## config.mk

```make
export PLATFORM = sky130hd
export DESIGN_NAME = fetch_stage
export DESIGN_NICKNAME = d
export VERILOG_FILES = /design/src/rtl/fetch_stage.sv
export SDC_FILE = /design/constraint.sdc
export NUM_CORES = 1
export LEC_CHECK = 0
export ABC_CLOCK_PERIOD_IN_PS = 2650
export BUFFER_PORTS_ARGS = -buffer_cell sky130_fd_sc_hd__buf_2
export CAP_MARGIN = 0
export CORE_MARGIN = 8
export CORE_UTILIZATION = 30
export DETAILED_ROUTE_END_ITERATION = 6
export GPL_ROUTABILITY_DRIVEN = 0
export SLEW_MARGIN = 20
export SYNTH_ARGS = -nofsm -noshare
export SYNTH_HDL_FRONTEND = slang
export SYNTH_SLANG_ARGS = --single-unit
```

## constraint.sdc

```tcl
create_clock -name clk -period 2.65 [get_ports clk]
set_input_delay 0.1325 -clock clk [delete_from_list [all_inputs] [get_ports clk]]
set_output_delay 0.1325 -clock clk [all_outputs]
set_load 0.02 [all_outputs]
```

## src/rtl/fetch_stage.sv

```systemverilog
`default_nettype none
// ============================================================================
//  Module   : fetch_stage
//  Purpose  : RISC-V instruction-fetch stage. Owns the PC, generates PC+4,
//             applies redirect/stall/flush, drives the program-memory address
//             and registers the fetched word into the IF/ID pipeline register.
//             Also keeps saturating fetch and bubble counters.
//  Revision : 1.0 - initial release
// ============================================================================
module fetch_stage #(
  parameter logic [31:0] RESET_PC  = 32'h0040_0000,
  parameter logic [31:0] NOP_INSTR = 32'h0000_0013,
  parameter int          CNT_WIDTH = 32
) (
  input  logic                 clk,
  input  logic                 reset,
  input  logic                 stall_i,
  input  logic                 flush_i,
  input  logic                 redirect_i,
  input  logic [31:0]          redirect_target_i,
  output logic [31:0]          imem_addr_o,
  input  logic [31:0]          imem_data_i,
  output logic [31:0]          if_id_instr_o,
  output logic [31:0]          if_id_pc_o,
  output logic [31:0]          if_id_pc_plus_4_o,
  output logic                 if_id_valid_o,
  output logic [CNT_WIDTH-1:0] fetch_count_o,
  output logic [CNT_WIDTH-1:0] bubble_count_o
);

  localparam logic [CNT_WIDTH-1:0] CNT_ONE = {{(CNT_WIDTH-1){1'b0}}, 1'b1};
  localparam logic [CNT_WIDTH-1:0] CNT_MAX = {CNT_WIDTH{1'b1}};

  logic [31:0] pc_q;
  logic [31:0] pc_plus_4;
  logic [31:0] pc_next;
  logic        load_bubble;
  logic        load_valid;

  // Program memory is addressed straight from the PC register, so the address
  // never depends on any same-cycle input.
  assign imem_addr_o = pc_q;
  assign pc_plus_4   = pc_q + 32'd4;

  // Resolve the edge action: redirect beats stall, stall beats flush for the
  // PC, but a flush always turns the IF/ID load into a bubble.
  always_comb begin
    pc_next     = pc_plus_4;
    load_bubble = 1'b0;
    load_valid  = 1'b0;
    if (redirect_i) begin
      pc_next     = {redirect_target_i[31:2], 2'b00};
      load_bubble = 1'b1;
    end else if (stall_i) begin
      pc_next     = pc_q;
      load_bubble = flush_i;
    end else if (flush_i) begin
      load_bubble = 1'b1;
    end else begin
      load_valid  = 1'b1;
    end
  end

  // PC register.
  always_ff @(posedge clk or negedge reset) begin
    if (!reset) begin
      pc_q <= RESET_PC;
    end else begin
      pc_q <= pc_next;
    end
  end

  // IF/ID pipeline register: load a real instruction, a bubble, or hold.
  always_ff @(posedge clk or negedge reset) begin
    if (!reset) begin
      if_id_instr_o     <= NOP_INSTR;
      if_id_pc_o        <= 32'd0;
      if_id_pc_plus_4_o <= 32'd0;
      if_id_valid_o     <= 1'b0;
    end else if (load_bubble) begin
      if_id_instr_o     <= NOP_INSTR;
      if_id_pc_o        <= 32'd0;
      if_id_pc_plus_4_o <= 32'd0;
      if_id_valid_o     <= 1'b0;
    end else if (load_valid) begin
      if_id_instr_o     <= imem_data_i;
      if_id_pc_o        <= pc_q;
      if_id_pc_plus_4_o <= pc_plus_4;
      if_id_valid_o     <= 1'b1;
    end
  end

  // Saturating performance counters; they stick at all-ones.
  always_ff @(posedge clk or negedge reset) begin
    if (!reset) begin
      fetch_count_o  <= '0;
      bubble_count_o <= '0;
    end else begin
      if (load_valid && (fetch_count_o != CNT_MAX)) begin
        fetch_count_o <= fetch_count_o + CNT_ONE;
      end
      if (load_bubble && (bubble_count_o != CNT_MAX)) begin
        bubble_count_o <= bubble_count_o + CNT_ONE;
      end
    end
  end

endmodule
`default_nettype wire

```

# Yosys cells after proc, flatten, opt, wreduce, memory -nomap -nowiden
# Cells that the tools add are included.
# W data, S select, Z words.
# word_totals
reg_bits	193
input_bits	69
output_inout_bits	193
elab_cells	32
# classes
add_sub_neg	3
eq_ne	3
muxes	16
n_reduce_logical	3
# op_table
op	count
$mux W32	8
$add A32 B1 Y32 const B	2
$ne A32 B32 Y1 const B	2
$add A32 B3 Y32 const B	1
$mux W1	8
$logic_and A1 B1 Y1	2
$ne A2 B1 Y1 const B	1
$reduce_bool A2 Y1	1

# Longest topological paths before layout
# Gate-level depths: netlist (run 1).
# depth
ltp_word	5
depth_mapped	7
ltp_nobuf	6

# Least setup slack after synthesis (run 1)
# OpenSTA, ideal clock, no wires.
# synth_timing
path_kind	register -> register
startpoint	register fetch_count_o[18]
endpoint	register fetch_count_o[1]
setup_ns	0.125
arrival_ns	2.173
t_required_ns	2.525
slack_ns	0.352
stages_incl_launch_ff	6
path_buffers	0
cell_sequence	dfrtp_1 -> nand4_1 -> nor4_1 -> nand3_1 -> nand2_1 -> mux2_2
# synth_between
elab_chain_len	2
# synth_rtl
item	line	rtl
start, declared	27	output logic [CNT_WIDTH-1:0] fetch_count_o,
start signal, assigned	100	fetch_count_o <= fetch_count_o + CNT_ONE;
$ne A32 B32 Y1	99	if (load_valid && (fetch_count_o != CNT_MAX)) begin
$logic_and A1 B1 Y1	99	
# No other way between the ends.
# A chain may end at the register's enable or synchronous reset.

# Worst setup path in the final report (run 1)
# layout_timing
startpoint	register fetch_count_o[7]
endpoint	register fetch_count_o[30]
# layout_between
elab_chain_len	2
elab_cells_between_ends	3
# layout_rtl
item
branches (longest 2 deep; another with $add A32 B1 Y32)
# Parallel ways; which one is timed is not known.

==> flow_metrics.tcl, run 1 <==
set metrics [dict create \
    grt_antenna_before_repair 1 \
    netlist.area_leader.share_pct 52.0 \
    synth-seq-cells 187 \
    maxCapViolCount 0 \
    p_leak_nw 5.66 \
    hold_ws_ns 0.190 \
    std_cell_rows 62 \
    netlist_instances 868 \
    max_stage_delay_ns 0.68 \
    skew_ns 0.0161 \
    synth_area_per_cell_um2 10.2 \
    cp_max_fo 7 \
    status "completed" \
    grt_max_degree 98 \
    async_flop_share_pct 100 \
    synth_top_area_cell "dfrtp_1" \
    rsz0062_at_grt "no" \
    die_w_um 187 \
    io_pins 262 \
    cts_tree "built" \
    crit_path_start_kind "register" \
    layout_min_cycle_time_ns 2.36 \
    area_delta_synth_final_pct 33.4 \
    drt_iter0_drc 476 \
    dr_total_vias 7474 \
    die_h_um 187 \
    ant_nets 0 \
    netlist_top_cells_area "dfrtp_1, xnor2_1, mux2i_1" \
    synth_ff_type "dfrtp_1" \
    holdCritPathClass "in2async" \
    post_drt_via_cell_ratio 4.78 \
    worstPathCellList "nand4_1 -> or4_4 -> or4_1 -> nor4_4 -> xor2_1" \
    drive_gt1_share_pct 27.2 \
    route.detailed.drc 0 \
    grt-ovfl-total 0 \
    power.density_nw_per_um2 611 \
    track_usage_pct 15.1 \
    drv_slew 0 \
    hpwl_mm 18.7 \
    synth-edff-count 0 \
    setup_tns_ns 0 \
    multi_input_area_um2 3850 \
    synth_commonest_cells "dfrtp_1, nor2_1, xnor2_1" \
    cts_htree_levels 4 \
    nFillCells 2788 \
    crit_type "reg2reg" \
    required_ns 3.01 \
    max_freq_mhz 423 \
    tightestPinTransition_ns 0.720 \
    post_drt_wl_per_cell_um 16.9 \
    cts_buffers 17 \
    fin_nets 1239 \
    synth.cell_area_um2 8810 \
    period_share_pct 89.2 \
    cts-root-buf "clkbuf_16" \
    yosysSeqAreaShare_pct 53.2 \
    grt_pass1_wl_mm 43.2 \
    yosysMostFrequentCell "dfrtp_1" \
    drt-total-wl_mm 26.5 \
    die_area_um2 35100 \
    clock_path_buffers 2 \
    grt_pass1_vias 7817 \
    start_util_pct 30.6 \
    drt_first_pass_iters 6 \
    slew_headroom_pct 52.0 \
    seq_area_um2 4680 \
    clkLatencyLatePin_ns 0.44 \
    synth_cell_types 41 \
    cts_sinks 187 \
    clk_pin_slew_worst_paths_ns 0.07 \
    portBuffers 253 \
    setup_viol 0 \
    slowest_stage "or4_1" \
    worst_ep_arrival_time_ns 2.72 \
    peakVddDrop_mv 0.384 \
    yosysWarningCount 0 \
    core_area_um2 28800 \
    worstSetupEndpointType "register" \
    finalHoldViolCount 0 \
]
sequential cells by signal (all words and copies together) (netlist names):
| register | count |
|---|---|
| bubble_count_o | 32 |
| fetch_count_o | 32 |
| if_id_instr_o | 32 |
| if_id_pc_o | 30 |
| if_id_pc_plus_4_o | 30 |
| if_id_valid_o | 1 |
| imem_addr_o | 30 |
final cells by class:
type | instances | share of cell area (%)
Tap cell | 384 | 4.09
Sequential cell | 187 | 39.9
Inverter | 11 | 0.351
Clock buffer | 17 | 3.62
Multi-Input combinational cell | 614 | 32.8
Timing Repair Buffer | 336 | 17.8
Antenna cell | 1 | 0.0213
Clock inverter | 15 | 1.48
cells by family (layout without fill, tap and decap cells):
kind of cell / after synthesis / after routing / synth area share [%]
AND/OR/NAND/NOR: 335 / 335 / 18.5
flip-flops: 187 / 187 / 53.2
XOR/XNOR: 115 / 115 / 11.4
AO/OA/AOI/OAI: 87 / 87 / 5.22
buffers and inverters: 72 / 379 / 3.42
multiplexers: 68 / 68 / 7.78
adder cells (fa/ha/maj): 3 / 3 / 0.426
other: 1 / 7 / 0.0426
power by group:
part | total [W] | switching (W) | internal (W)
registers | 0.00328 | 0.000246 | 0.00304
logic | 0.00120 | 0.000723 | 0.000481
clock network | 0.00269 | 0.00126 | 0.00143
per-stage QoR:
stage | util (%) | instances | total power [W] | worst slack (ns) | instance area, um^2
after floorplan | - | 873 | 0.00398 | 0.352 | 8830
after global placement | 36.6 | 1469 | 0.00446 | 0.364 | 10500
after detailed placement | 36.6 | 1469 | 0.00448 | 0.300 | 10500
after CTS | 40.8 | 1564 | 0.00730 | 0.282 | 11800
after global routing | 40.8 | 1565 | 0.00754 | 0.0824 | 11800
final | 40.8 | 1565 | 0.00718 | 0.285 | 11800
cell usage in the layout, fill, tap and decap left out, types with 9 or more instances in the layout:
cell / count
buf_2: 251
dfrtp_1: 183
nor2_1: 104
xnor2_1: 92
nand2_1: 71
mux2i_1: 64
dlygate4sd3_1: 63
o21ai_0: 48
nand3_1: 39
nand4_1: 33
a21oi_1: 32
nor3_1: 29
xor2_1: 23
nor4_1: 19
buf_4: 18
clkbuf_16: 17
inv_1: 11
and3_1: 9
worst max-delay path: cells and delay by family, from the launching register on:
kind          cells  cell delay, ns
flops             1            0.43
simple gates      4            1.70
xor+xnor          1            0.16
timing repair:
| item | CTS | global route |
|---|---|---|
| setup buffers | 0 | 0 |
| gates resized for setup | 0 | 0 |
| hold buffers | 63 | 0 |
| hold endpoints to repair | 107 | 0 |
final timing paths:
check / startpoint / endpoint / slack (ns) / cells after the start
worst min-delay path: reset / if_id_pc_o[11]$_DFFE_PN0P_ / 0.19 / 2
min in group clk: stall_i / fetch_count_o[0]$_DFFE_PN0P_ / 0.19 / 5
max in group asynchronous: reset / bubble_count_o[24]$_DFFE_PN0P_ / 1.76 / 3
worst max-delay path: fetch_count_o[7]$_DFFE_PN0P_ / fetch_count_o[30]$_DFFE_PN0P_ / 0.29 / 5
worst min register to register: fetch_count_o[31]$_DFFE_PN0P_ / fetch_count_o[31]$_DFFE_PN0P_ / 0.50 / 1
worst max register to register: fetch_count_o[7]$_DFFE_PN0P_ / fetch_count_o[30]$_DFFE_PN0P_ / 0.29 / 5
metal layers:
| layer | vias up | wire length (um) | track usage, % |
|---|---|---|---|
| met3 | 32 | 1870 | 4.42 |
| met2 | 226 | 12300 | 24.7 |
| met5 | - | 0 | 0 |
| met1 | 3646 | 11800 | 18.7 |
| li1 | 3570 | - | - |
| met4 | 0 | 549 | 5.33 |
(Power assumes the default switching activity.)
==> run 2, diff against run 1 <==
--- a/config.mk
+++ b/config.mk
@@ -5,13 +5,14 @@
 export SDC_FILE = /design/constraint.sdc
 export NUM_CORES = 1
 export LEC_CHECK = 0
-export ABC_CLOCK_PERIOD_IN_PS = 2650
+export ABC_CLOCK_PERIOD_IN_PS = 2530
 export BUFFER_PORTS_ARGS = -buffer_cell sky130_fd_sc_hd__buf_2
 export CAP_MARGIN = 0
 export CORE_MARGIN = 8
 export CORE_UTILIZATION = 30
 export DETAILED_ROUTE_END_ITERATION = 6
 export GPL_ROUTABILITY_DRIVEN = 0
+export SKIP_LAST_GASP = 1
 export SLEW_MARGIN = 20
 export SYNTH_ARGS = -nofsm -noshare
 export SYNTH_HDL_FRONTEND = slang
==> constraint.sdc (replaced) <==
create_clock -name clk -period 2.53 [get_ports clk]
set_input_delay 0.1265 -clock clk [delete_from_list [all_inputs] [get_ports clk]]
set_output_delay 0.1265 -clock clk [all_outputs]
set_load 0.02 [all_outputs]
==> run 2 against run 1 <==
Net effect: clock power barely moved; die area is the same; cell area is essentially flat; maximum frequency fell by 0.74%; sequential share of layout area about the same; critical path depth stayed put; critical path type unchanged; highest routed layer unchanged.
==> flow_metrics.tcl, run 2 (synthesis results as in run 1) <==
set metrics [dict create \
    layout_min_cycle_time_ns 2.38 \
    r2r-start "fetch_count_o[11]$_DFFE_PN0P_" \
    power.density_nw_per_um2 631 \
    io_pins 262 \
    skew_ns 0.0145 \
    clk_pin_slew_worst_paths_ns 0.07 \
    route.detailed.drc 0 \
    clock_path_buffers 2 \
    hold_depth 5 \
    grt_max_degree 98 \
    hpwl_mm 18.6 \
    maxCapViolCount 0 \
    cts_tree "built" \
    final_cell_mix "buf_2, dfrtp_1, nor2_1, xnor2_1, nand2_1" \
    cts_buffers 17 \
    final_area_um2 11800 \
    reg_top3 "bubble_count_o (32), fetch_count_o (32), if_id_instr_o (32)" \
    core_area_um2 28800 \
    slowest_stage "or4_1" \
    start_util_pct 30.6 \
    placedInstanceArea_um2 10500 \
    period_share_pct 94.2 \
    track_usage_pct 15.2 \
    fin_cells 1566 \
    grt_pass1_vias 7806 \
    max_freq_mhz 420 \
    cp_max_fo 7 \
    rr_endpoint "fetch_count_o[30]$_DFFE_PN0P_" \
    worstPathCellList "nand4_1 -> or4_4 -> or4_1 -> nor4_4 -> xor2_1" \
    cts_htree_levels 4 \
    dp_cells 1470 \
    drv_slew 0 \
    finalHoldViolCount 0 \
    worst_ep_arrival_time_ns 2.73 \
    portBuffers 253 \
    std_cell_rows 62 \
    max_stage_delay_ns 0.67 \
    crit_type "reg2reg" \
    drt_iter0_drc 421 \
    crit_path_start_kind "register" \
    min_from "stall_i" \
    drt_first_pass_iters 5 \
    setup_viol 0 \
    area_delta_synth_final_pct 33.3 \
    utilization_pct 40.8 \
    cts_sinks 187 \
    post_drt_via_cell_ratio 4.76 \
    die_w_um 187 \
    reg2reg_depth 5 \
    min_to "fetch_count_o[0]$_DFFE_PN0P_" \
    rsz0062_at_grt "no" \
    drive_gt1_share_pct 27.0 \
    cts-root-buf "clkbuf_16" \
    setup_tns_ns 0 \
    cts_setup_buffers 0 \
    worstSetupEndpointType "register" \
    reg2reg_slack_ns 0.15 \
    post_drt_wl_per_cell_um 17.0 \
    grt-ovfl-total 0 \
    grt_pass1_wl_mm 43.4 \
    die_h_um 187 \
    dr_total_vias 7451 \
    grt_antenna_before_repair 1 \
    drt-total-wl_mm 26.7 \
    final_common_cell "buf_2" \
    slew_headroom_pct 52.0 \
    fin_nets 1240 \
    tightestPinTransition_ns 0.720 \
    ant_nets 0 \
    holdCritPathClass "in2reg" \
    die_area_um2 35100 \
    clkLatencyLatePin_ns 0.44 \
    cts-resized-gates 0 \
    p_leak_nw 5.65 \
    status "completed" \
    required_ns 2.88 \
    peakVddDrop_mv 0.344 \
]
## run 2: per-stage QoR
step                worst slack, ns  hold slack, ns  total power [W]
CTS                           0.151           0.168          0.00753
detailed placement            0.163           0.174          0.00469
global route                 0.0102           0.197          0.00777
finish                        0.147           0.192          0.00741
global placement              0.244           0.176          0.00468
floorplan                     0.232          -0.169          0.00417
## run 2: final cells by class
type | instances | area [um^2]
tap | 384 | 480
clock inverter | 12 | 139
sequential | 187 | 4680
fill | 2832 | 17000
multi-input combinational | 614 | 3850
clock buffer | 20 | 437
inverter | 11 | 41.3
antenna | 1 | 2.50
timing repair buffer | 337 | 2120
## run 2: how the worst max path moves through the flow
stage,endpoint,slack (ns),from
3_5_place_dp,fetch_count_o[30]$_DFFE_PN0P_,0.16,fetch_count_o[7]$_DFFE_PN0P_
3_3_place_gp,fetch_count_o[30]$_DFFE_PN0P_,0.24,fetch_count_o[11]$_DFFE_PN0P_
6_report,fetch_count_o[30]$_DFFE_PN0P_,0.15,fetch_count_o[11]$_DFFE_PN0P_
4_1_cts,fetch_count_o[30]$_DFFE_PN0P_,0.15,fetch_count_o[11]$_DFFE_PN0P_
5_1_grt,fetch_count_o[30]$_DFFE_PN0P_,0.01,fetch_count_o[11]$_DFFE_PN0P_
2_1_floorplan,fetch_count_o[1]$_DFFE_PN0P_,0.23,fetch_count_o[18]$_DFFE_PN0P_
## run 2: critical path, delay by kind of cell (launching register included)
kind	cells	cell delay, ns
AND/OR/NAND/NOR	4	1.70
flip-flops	1	0.43
XOR/XNOR	1	0.17
## run 2: repair_timing
action                                  CTS  global route
hold buffers                             63             0
endpoints found under the setup margin    0             0
hold endpoints to repair                122             0
## run 2: power by group
group	switching [W]	total (W)	internal, W
registers	0.000258	0.00344	0.00318
logic	0.000754	0.00126	0.000503
clock network	0.00124	0.00271	0.00147
## run 2: per-layer routing
layer	part of all wire [%]	track usage (%)
met2	47	24.3
met1	45	19.3
met4	1.6	4.94
met3	6.5	4.53
met5	0	0
==> run 3, diff against run 2 <==
--- a/config.mk
+++ b/config.mk
@@ -6,11 +6,11 @@
 export NUM_CORES = 1
 export LEC_CHECK = 0
 export ABC_CLOCK_PERIOD_IN_PS = 2530
-export BUFFER_PORTS_ARGS = -buffer_cell sky130_fd_sc_hd__buf_2
 export CAP_MARGIN = 0
 export CORE_MARGIN = 8
 export CORE_UTILIZATION = 30
 export DETAILED_ROUTE_END_ITERATION = 6
+export DONT_BUFFER_PORTS = 1
 export GPL_ROUTABILITY_DRIVEN = 0
 export SKIP_LAST_GASP = 1
 export SLEW_MARGIN = 20
==> run 3 against run 2 <==
Net effect: the flow now finishes with violations (negative hold slack); routed wire length increased by 4.2%; critical endpoint is now imem_addr_o[31]$_DFFE_PN0N_; utilization is 2.0 points lower; total power down 0.51%; largest cell class unchanged.
==> flow_metrics.tcl, run 3 (synthesis results as in run 1) <==
set metrics [dict create \
    max_stage_delay_ns 0.65 \
    route.detailed.drc 0 \
    cts_tree "built" \
    slowest_stage "dfrtp_1" \
    dp_cells 1261 \
    crit_type "reg2reg" \
    portBuffers 0 \
    worstSetupEndpointType "register" \
    drt_first_pass_iters 4 \
    tightestPinTransition_ns 0.729 \
    fin_nets 1072 \
    period_share_pct 96.0 \
    post_drt_wl_per_cell_um 19.9 \
    critical_path_buf_inv_count 1 \
    track_usage_pct 15.7 \
    layout_min_cycle_time_ns 2.43 \
    power.density_nw_per_um2 659 \
    required_ns 2.84 \
    hpwl_mm 17.9 \
    n_antenna_cell 0 \
    grt_pass1_vias 7090 \
    maxCapViolCount 0 \
    pre_cts_slack_ns 0.252 \
    hold_ws_ns -0.609 \
    fin_cells 1396 \
    die_h_um 187 \
    reg_top3 "bubble_count_o (32), fetch_count_o (32), if_id_instr_o (32)" \
    drv_slew 0 \
    worst_ep_arrival_time_ns 2.74 \
    cts_sinks 187 \
    fin_ws_ns 0.102 \
    std_cell_rows 62 \
    multi_input_area_um2 3850 \
    utilization_pct 38.9 \
    grt-ovfl-total 0 \
    postCtsHoldBufs 102 \
    start_util_pct 30.6 \
    cts-root-buf "clkbuf_16" \
    worstPathCellList "and4_1 -> nand4_1 -> nor4_1 -> xnor2_1 -> o21ai_0 -> dlygate4sd3_1" \
    failed_checks "negative hold slack" \
    final_cell_mix "dfrtp_1, nor2_1, dlygate4sd3_1, xnor2_1, nand2_1" \
    clock_path_buffers 2 \
    clkLatencyLatePin_ns 0.44 \
    rsz0062_at_grt "yes" \
    final_common_cell "dfrtp_1" \
    grt_antenna_before_repair 1 \
    crit_path_start_kind "register" \
    core_area_um2 28800 \
    dr_total_vias 6872 \
    cts_buffers 17 \
    slew_headroom_pct 51.4 \
    cp_max_fo 9 \
    post_drt_via_cell_ratio 4.92 \
    crit_family "simple AND/OR/NAND/NOR gates" \
    die_w_um 187 \
    cts_htree_levels 4 \
    drt_iter0_drc 477 \
    grt_max_degree 188 \
    io_pins 262 \
    area_delta_synth_final_pct 26.9 \
    grt_pass1_wl_mm 43.5 \
    p_leak_nw 4.86 \
    nFillCells 2802 \
    finalHoldViolCount 187 \
    drive_gt1_share_pct 11.5 \
    ant_nets 0 \
    skew_ns 0.0169 \
    setup_viol 0 \
    drt-total-wl_mm 27.8 \
    clk_pin_slew_worst_paths_ns 0.08 \
    status "complete, but fails checks" \
    die_area_um2 35100 \
    peakVddDrop_mv 0.402 \
    max_freq_mhz 412 \
    holdCritPathClass "in2async" \
    seq_area_um2 4680 \
]
## run 3: cell types whose count changed in the layout (fill, tap and decap cells not counted), sizes merged, moves of 2 or more
cell	change
buf	-204
clkbuf	-3
dlygate4sd3	+37
inv	+2
clkinv	+3
clkinvlp	-4
## run 3: layer usage
| metal | part of all wire, % | GRT usage, % | vias up | routed length [um] |
|---|---|---|---|---|
| li1 | - | - | 3217 | - |
| met1 | 43 | 19.7 | 3413 | 12000 |
| met2 | 48 | 25.2 | 212 | 13400 |
| met3 | 7.0 | 5.00 | 28 | 1960 |
| met4 | 1.7 | 5.21 | 2 | 473 |
| met5 | 0.029 | 0 | - | 8 |
## run 3: repair_timing
action / in CTS / in global routing
setup buffers: 0 / 2
endpoints found under the hold margin: 286 / 187
endpoints found under the setup margin: 0 / 4
resized for setup: 0 / 1
## run 3: final timing paths
check	startpoint	end	slack [ns]	depth (start not counted)
worst max-delay path	imem_addr_o[20]$_DFFE_PN0N_	imem_addr_o[31]$_DFFE_PN0N_	0.10	6
max in group asynchronous	reset	bubble_count_o[28]$_DFFE_PN0P_	2.85	0
worst min-delay path	reset	imem_addr_o[2]$_DFFE_PN0N_	-0.61	0
worst min register to register	bubble_count_o[12]$_DFFE_PN0P_	bubble_count_o[12]$_DFFE_PN0P_	0.62	2
worst max register to register	imem_addr_o[20]$_DFFE_PN0N_	imem_addr_o[31]$_DFFE_PN0N_	0.10	6
min in group clk	flush_i	if_id_instr_o[4]$_DFFE_PN1P_	0.06	3
## run 3: worst register-to-register path, cell delays in order, from the launching register on
cell and delay (ns):
dfrtp_1 0.65, and4_1 0.37, nand4_1 0.21, nor4_1 0.29
xnor2_1 0.16, o21ai_0 0.08, dlygate4sd3_1 0.56
## run 3: power breakdown
| group | leakage, nW | internal, W | switching, W |
|---|---|---|---|
| clock | 0.285 | 0.00147 | 0.00125 |
| combinational | 2.09 | 0.000530 | 0.000686 |
| sequential | 2.48 | 0.00318 | 0.000258 |
| total | 4.86 | 0.00518 | 0.00219 |
## run 3: stage by stage
step	area (um^2)	TNS (ns)	total power, W
6_report	11200	0	0.00737
5_1_grt	11200	-0.0168	0.00774
4_1_cts	11200	0	0.00748
3_5_place_dp	9540	0	0.00452
3_3_place_gp	9540	0	0.00450
2_1_floorplan	8830	0	0.00417
## run 3: area by class of cell
cell class	instances	share of cell area, %
clock buffers	18	3.84
clock inverters	13	1.26
inverters	11	0.369
multi-input cells	614	34.5
flip-flops and latches	187	41.9
well taps	384	4.30
repair buffers	169	13.9
